--- src/rtl/phase_coincidence_scorer_pkg.sv ---
// Shared types and widths for the phase-coincidence attention stage.
package pst_pkg;

   localparam int PHASE_W = 8;
   localparam int SCORE_W = 8;

   // Phase value a neuron reports when it did not fire this gamma cycle.
   localparam logic [PHASE_W-1:0] PHASE_NOFIRE = 8'd255;

   typedef enum logic [1:0] {
      IDLE = 2'd0,
      SCAN = 2'd1,
      DONE = 2'd2
   } pst_state_e;

endpackage

--- src/rtl/phase_coincidence_scorer_phase_score.sv ---
// Combinational relevance score for one query/key phase pair.
module phase_score
   import pst_pkg::*;
(
   input  logic [PHASE_W-1:0] i_phase_a,
   input  logic [PHASE_W-1:0] i_phase_b,
   input  logic               i_fired_a,
   input  logic               i_fired_b,
   input  logic [PHASE_W-1:0] i_window,
   output logic [SCORE_W-1:0] o_score
);

   logic [PHASE_W-1:0] w_diff;
   logic               w_hit;

   // Linear distance: phases are not treated as circular.
   assign w_diff = (i_phase_a >= i_phase_b) ? (i_phase_a - i_phase_b)
                                            : (i_phase_b - i_phase_a);

   assign w_hit   = i_fired_a && i_fired_b && (w_diff < i_window);
   assign o_score = w_hit ? SCORE_W'(i_window - w_diff) : '0;

endmodule

--- src/rtl/phase_coincidence_scorer.sv ---
// Snapshots the neuron bank each gamma cycle, scores keys one per clock
// against the query, and presents scores, match mask and argmax via valid/ready.
module phase_coincidence_scorer
   import pst_pkg::*;
#(
   parameter  int                 N_KEYS = 4,
   parameter  logic [PHASE_W-1:0] WINDOW = 8'd32,
   localparam int                 IDX_W  = $clog2(N_KEYS)
)(
   input  logic                        clk,
   input  logic                        rst_n,
   input  logic                        i_cycle_start,
   input  logic [PHASE_W-1:0]          i_q_phase,
   input  logic                        i_q_fired,
   input  logic [N_KEYS*PHASE_W-1:0]   i_k_phase,
   input  logic [N_KEYS-1:0]           i_k_fired,
   input  logic                        i_out_ready,
   output logic                        o_out_valid,
   output logic [IDX_W-1:0]            o_best_idx,
   output logic [SCORE_W-1:0]          o_best_score,
   output logic [N_KEYS*SCORE_W-1:0]   o_score_bus,
   output logic [N_KEYS-1:0]           o_match_mask,
   output logic                        o_busy,
   output logic                        o_overrun
);

   // state | meaning
   // IDLE  | waiting for a gamma-cycle start, no result pending
   // SCAN  | scoring snapshot key r_idx this clock
   // DONE  | result presented, held until out_valid && out_ready

   localparam logic [IDX_W-1:0] LAST_IDX = IDX_W'(N_KEYS - 1);

   pst_state_e                 r_state;
   logic [IDX_W-1:0]           r_idx;

   logic [PHASE_W-1:0]         r_q_phase;
   logic                       r_q_fired;
   logic [N_KEYS*PHASE_W-1:0]  r_k_phase;
   logic [N_KEYS-1:0]          r_k_fired;

   logic                       r_out_valid;
   logic [IDX_W-1:0]           r_best_idx;
   logic [SCORE_W-1:0]         r_best_score;
   logic [N_KEYS*SCORE_W-1:0]  r_score_bus;
   logic [N_KEYS-1:0]          r_match_mask;
   logic                       r_busy;
   logic                       r_overrun;

   logic                       w_handshake;
   logic                       w_snap;
   logic [PHASE_W-1:0]         w_k_arr [N_KEYS];
   logic [PHASE_W-1:0]         w_k_phase_sel;
   logic                       w_k_fired_sel;
   logic [SCORE_W-1:0]         w_score;

   assign w_handshake = (r_state == DONE) && r_out_valid && i_out_ready;
   assign w_snap      = i_cycle_start && ((r_state == IDLE) || w_handshake);

   for (genvar g = 0; g < N_KEYS; g++) begin : g_unpack
      assign w_k_arr[g] = r_k_phase[g*PHASE_W +: PHASE_W];
   end

   assign w_k_phase_sel = w_k_arr[r_idx];
   assign w_k_fired_sel = r_k_fired[r_idx];

   phase_score u_phase_score (
      .i_phase_a (r_q_phase),
      .i_phase_b (w_k_phase_sel),
      .i_fired_a (r_q_fired),
      .i_fired_b (w_k_fired_sel),
      .i_window  (WINDOW),
      .o_score   (w_score)
   );

   // Snapshot is only taken when the FSM accepts a new cycle, so later
   // input changes cannot disturb a scan in flight.
   always_ff @(posedge clk or negedge rst_n) begin
      if (!rst_n) begin
         r_q_phase <= '0;
         r_q_fired <= 1'b0;
         r_k_phase <= '0;
         r_k_fired <= '0;
      end else if (w_snap) begin
         r_q_phase <= i_q_phase;
         r_q_fired <= i_q_fired;
         r_k_phase <= i_k_phase;
         r_k_fired <= i_k_fired;
      end
   end

   always_ff @(posedge clk or negedge rst_n) begin
      if (!rst_n) begin
         r_state      <= IDLE;
         r_idx        <= '0;
         r_out_valid  <= 1'b0;
         r_best_idx   <= '0;
         r_best_score <= '0;
         r_score_bus  <= '0;
         r_match_mask <= '0;
         r_busy       <= 1'b0;
         r_overrun    <= 1'b0;
      end else begin
         r_overrun <= 1'b0;
         if (w_snap) begin
            r_state      <= SCAN;
            r_idx        <= '0;
            r_out_valid  <= 1'b0;
            r_best_idx   <= '0;
            r_best_score <= '0;
            r_score_bus  <= '0;
            r_match_mask <= '0;
            r_busy       <= 1'b1;
         end else begin
            case (r_state)
               IDLE: begin
                  r_busy <= 1'b0;
               end
               SCAN: begin
                  r_overrun                                <= i_cycle_start;
                  r_score_bus[r_idx*SCORE_W +: SCORE_W]    <= w_score;
                  r_match_mask[r_idx]                      <= |w_score;
                  // Strictly greater keeps the lowest index on ties.
                  if (w_score > r_best_score) begin
                     r_best_score <= w_score;
                     r_best_idx   <= r_idx;
                  end
                  if (r_idx == LAST_IDX) begin
                     r_state     <= DONE;
                     r_out_valid <= 1'b1;
                  end else begin
                     r_idx <= r_idx + 1'b1;
                  end
               end
               DONE: begin
                  if (w_handshake) begin
                     r_state     <= IDLE;
                     r_out_valid <= 1'b0;
                     r_busy      <= 1'b0;
                  end else begin
                     r_overrun <= i_cycle_start;
                  end
               end
               default: begin
                  r_state     <= IDLE;
                  r_out_valid <= 1'b0;
                  r_busy      <= 1'b0;
               end
            endcase
         end
      end
   end

   assign o_out_valid  = r_out_valid;
   assign o_best_idx   = r_best_idx;
   assign o_best_score = r_best_score;
   assign o_score_bus  = r_score_bus;
   assign o_match_mask = r_match_mask;
   assign o_busy       = r_busy;
   assign o_overrun    = r_overrun;

endmodule

--- config.mk ---
export PLATFORM = sky130hd
export DESIGN_NAME = phase_coincidence_scorer
export DESIGN_NICKNAME = d
export VERILOG_FILES = /design/src/rtl/phase_coincidence_scorer_pkg.sv /design/src/rtl/phase_coincidence_scorer_phase_score.sv /design/src/rtl/phase_coincidence_scorer.sv
export SDC_FILE = /design/constraint.sdc
export NUM_CORES = 1
export LEC_CHECK = 0
export CORE_ASPECT_RATIO = 0.75
export CORE_MARGIN = 2
export CORE_UTILIZATION = 53
export DETAILED_ROUTE_END_ITERATION = 10
export PLACE_DENSITY = 0.81
export SLEW_MARGIN = 20
export SYNTH_ARGS = -nofsm -noshare
export SYNTH_HDL_FRONTEND = slang
export SYNTH_SLANG_ARGS = --single-unit
--- constraint.sdc ---
create_clock -name clk -period 5.5 [get_ports clk]
set_input_delay 1.1 -clock clk [delete_from_list [all_inputs] [get_ports clk]]
set_output_delay 1.1 -clock clk [all_outputs]
set_load 0.005 [all_outputs]
==> summary.md, run 1 <==
| Metric | Value |
|---|---|
| Result of the run | completed |
| Overall routing resource usage | approximately a quarter |
| Cells along the critical path | mux4_2 > inv_1 > ha_1 > inv_1 > fa_1 > a21o_1 > a21oi_1 > o21ai_0 > mux2i_1 > xor2_1 > nand3_2 > buf_4 > nor2_1 > ha_1 > a21oi_1 > nor2b_1 > o21ai_0 > nand2b_1 > o221ai_1 > buf_4 > nor2_1 > a31o_2 |
| Clock sink count | a little under 100 |
| Total wire length after detailed routing | ~13000 microns |
| Std cell rows | 31 |
| Critical path depth in cells | 22 |
| Area growth from synthesis to layout | 24.6% |
| Reported max-cap violation count | 0 |
| Pin count of the biggest net entering global routing | between 70 and 80 |
| Design Area, Final | about 0.0067 sq mm |
| Final worst-path cycle share | between 90 and 100% |
| Post-CTS setup repair buffer count | 0 |
| Slew of the pin with the lowest slew margin | between 0.9 and 1 ns |
| Synth unique cells | 68 |
| TritonCTS clock tree | built |
| Final #Nets | approximately 720 |
| Horizontal extent of the die | 120 microns |
| Resize count post-CTS | 0 |
| FF-to-FF setup slack | 0.48 ns |
| Clock period minus worst slack | 5.02 ns |
| Placed Cells incl. Taps | between 700 and 800 |
| Boundary Pins | around 100 |
| Final antenna diode count | 0 |
| Total placed instance area | between 0.006 and 0.007 sq mm |
| CP arrival | 5.26 ns |
| Delay-heaviest family, CP | compound AO/OA/AOI/OAI gates |
| Number of flops mapped to enable cells by yosys | 0 |
| Die height | between 90 and 100 microns |
| Synthesized instance count | between 500 and 600 |
| Number of iterations in the first detailed-routing pass | 4 |
| CTS H-tree depth | 3 |
| Crit start category | flip-flop |
| Critical Path End Type | flip-flop |
| Core Footprint | 0.00977 sq mm |
| Wirelength per Cell | 17.2 microns |
| Warnings from Yosys | 0 |
| Final RePlAce weighted congestion | ~0.85 |
| Setup repair after global routing missed its margin | no |
| Share of cells above drive strength 1 | between 10 and 15% |
| Setup violations, final | 0 |
| CTS root buffer | clkbuf_16 |
| Headroom to the max-slew limit | between 30% and 40% |
| Vias in the first global route | between 4k and 5k |
| Length in cells of the worst reg-to-reg path | 22 |
| Iteration-0 DRC Markers | between 200 and 300 |
| Fraction of the yosys area taken by sequential cells | 45.0% |
| Most used flip-flop cell after synthesis | dfrtp_1 |
| Count of nets left with antenna violations after detail routing | 0 |
| Via-per-instance ratio | ~5.6 |
| Port buffer count | just under 100 |
| Global-route wire length before repair | 21900 microns |
| Number of remaining DRC errors | 0 |
| Crit Path Category | flip-flop to flip-flop |
| Routed via count | between 4k and 5k |
| Starting utilization of the core area | a little under three fifths |
| CP max FO | 21 |
| Final Hold Fails | 0 |
| Hold path cells | 2 |
| Placed wire-length estimate after detailed placement | 9780 microns |
| Buffers from clock root to sink, at most | 2 |
| Sum of overflow across all layers after global routing | 0 |
| Worst R2R Start | r_idx[1]$_DFFE_PN0P_ |
| Post-synthesis average cell area | approximately 10 sq um |
| Clock Pin Slew Worst Setup and Hold Paths | ~0.070 ns |
| Final worst clock skew | slightly above 0.006 ns |
| Post-Synthesis Cell Area | between 0.005 and 0.006 sq mm |
| Antenna violations before repair | 0 |
| Count of hold buffers inserted by post-cts repair | 0 |
| Overall die area | approximately 0.011 sq mm |
| Hold Path Class | flip-flop to flip-flop |
| FMAX | roughly 200 MHz |
| Worst path max stage delay | just over 0.8 ns |
| Clock latency at the later pin of the worst-skew pair | between 0.3 and 0.4 ns |
| Count of buffer and inverter cells on the critical path | 4 |
| Flop and latch count out of synthesis | 97 |
| Data required, critical path | approximately 5.7 ns |
| Number of standard cells in the final layout excluding fillers | a little under 800 |
| Endpoint, Worst Hold | r_k_phase[19]$_DFFE_PN0P_ |
| Fraction of registers with async set/reset | 100% |
| TritonCTS buffer count | 9 |
| Hold Crit Start | r_k_phase[19]$_DFFE_PN0P_ |
| FF-to-FF End | o_best_score[3]$_DFFE_PN0P_ |
| TNS Setup | 0 ns |
| Final max-slew violation count | 0 |
| Slowest stage cell on the critical path | dfrtp_1 |
==> tightest hold or removal path: cells and delay by family (launching register included) <==
family        cells  cell delay, ns
flops             1            0.34
simple gates      2            0.10
==> worst max path at each step <==
| stage | start | end | slack, ns |
|---|---|---|---|
| 2_1_floorplan | r_idx[0]$_DFFE_PN0P_ | o_best_score[2]$_DFFE_PN0P_ | 0.92 |
| 3_5_place_dp | r_idx[0]$_DFFE_PN0P_ | o_best_score[3]$_DFFE_PN0P_ | 0.38 |
| 6_report | r_idx[1]$_DFFE_PN0P_ | o_best_score[3]$_DFFE_PN0P_ | 0.48 |
| 5_1_grt | r_idx[1]$_DFFE_PN0P_ | o_best_score[2]$_DFFE_PN0P_ | 0.13 |
| 4_1_cts | r_idx[0]$_DFFE_PN0P_ | o_best_score[3]$_DFFE_PN0P_ | 0.30 |
| 3_3_place_gp | r_idx[0]$_DFFE_PN0P_ | o_best_score[3]$_DFFE_PN0P_ | 0.55 |
==> cells in the mapped netlist, types with 5 or more instances <==
cell	instances	area, sq um
o31ai_1	15	113
dfrtp_1	97	2430
buf_6	5	56.3
o21ai_0	15	75.1
a21oi_1	21	105
nand4_1	5	31.3
mux4_2	9	203
nor2b_1	6	37.5
and2_1	11	68.8
ha_1	36	450
clkbuf_8	5	68.8
inv_1	31	116
clkbuf_1	12	45.0
nor2_1	12	45.0
nand2_1	149	559
nand3_1	12	60.1
a32o_1	12	120
and3_1	7	43.8
==> state kept, by name, indices dropped and copies added, names as in the netlist <==
signal,count
r_state,2
o_busy,1
r_q_fired,1
o_overrun,1
r_k_phase,32
o_best_score,8
o_best_idx,2
r_idx,2
o_score_bus,32
r_k_fired,4
r_q_phase,8
o_match_mask,4
==> cell usage in the layout (no fill, tap or decap), types with 3 or more instances in the layout <==
master             n
and2_1            11
o41ai_1            3
nand4_1            5
nand2_1          149
o21a_1             3
a32o_1            12
a21o_1             4
buf_4             12
ha_1              36
nor2_1            12
o21ai_0           15
and3_1             7
inv_1             31
inv_6              3
xnor2_1            3
nand3_1           12
a31o_2             4
clkbuf_16          9
clkinvlp_4         3
clkdlybuf4s50_1   96
mux4_2             9
mux2i_1            3
a21oi_1           21
nor2b_1            5
and2b_2            4
dfrtp_1           96
o31ai_1           15
==> through the flow <==
step	setup WS [ns]	util, %	hold WS, ns
after floorplan	0.921	-	0.440
after global placement	0.552	65.7	0.454
after detailed placement	0.376	65.7	0.460
after CTS	0.305	68.6	0.476
final	0.484	68.7	0.475
after global routing	0.126	68.7	0.495
==> layer usage <==
metal / GRT usage (%) / up-vias / wire [microns]
li1: - / 2033 / -
met1: 37.6 / 2130 / 6320
met2: 38.2 / 136 / 5930
met3: 5.59 / 17 / 783
met4: 6.69 / 0 / 194
met5: 0 / - / 0
==> area by class of cell <==
type,instances,area (sq um)
inverter,31,116
clock buffer,10,239
multi-input combinational,385,2670
sequential,97,2430
fill,745,3060
timing repair buffer,108,1050
tap,132,165
clock inverter,6,48.8
==> logic make-up (layout without fill, tap and decap cells) <==
kind of cell             after synthesis  after routing  synth area share, %
flip-flops                            97             97                 45.0
buffers and inverters                 59            155                 5.89
AND/OR/NAND/NOR                      231            231                 20.5
XOR/XNOR                               7              7                 1.42
AO/OA/AOI/OAI                         95             95                 13.7
adder cells (fa/ha/maj)               38             38                 9.10
multiplexers                          12             12                 4.32
other                                  1              2               0.0695
Power of run 1 is left out: the tool's default activity adds up to more than one toggle a clock period on the data nets, which glitch-free logic cannot reach.
==> inputs of run 2 (changes only) <==
--- a/config.mk
+++ b/config.mk
@@ -14,3 +14,4 @@
 export SYNTH_ARGS = -nofsm -noshare
 export SYNTH_HDL_FRONTEND = slang
 export SYNTH_SLANG_ARGS = --single-unit
+export TNS_END_PERCENT = 50
==> results of run 2 <==
The final DEF is identical to that of run 1; final timing and power are the same.
Power of run 2 is left out for the same reason.
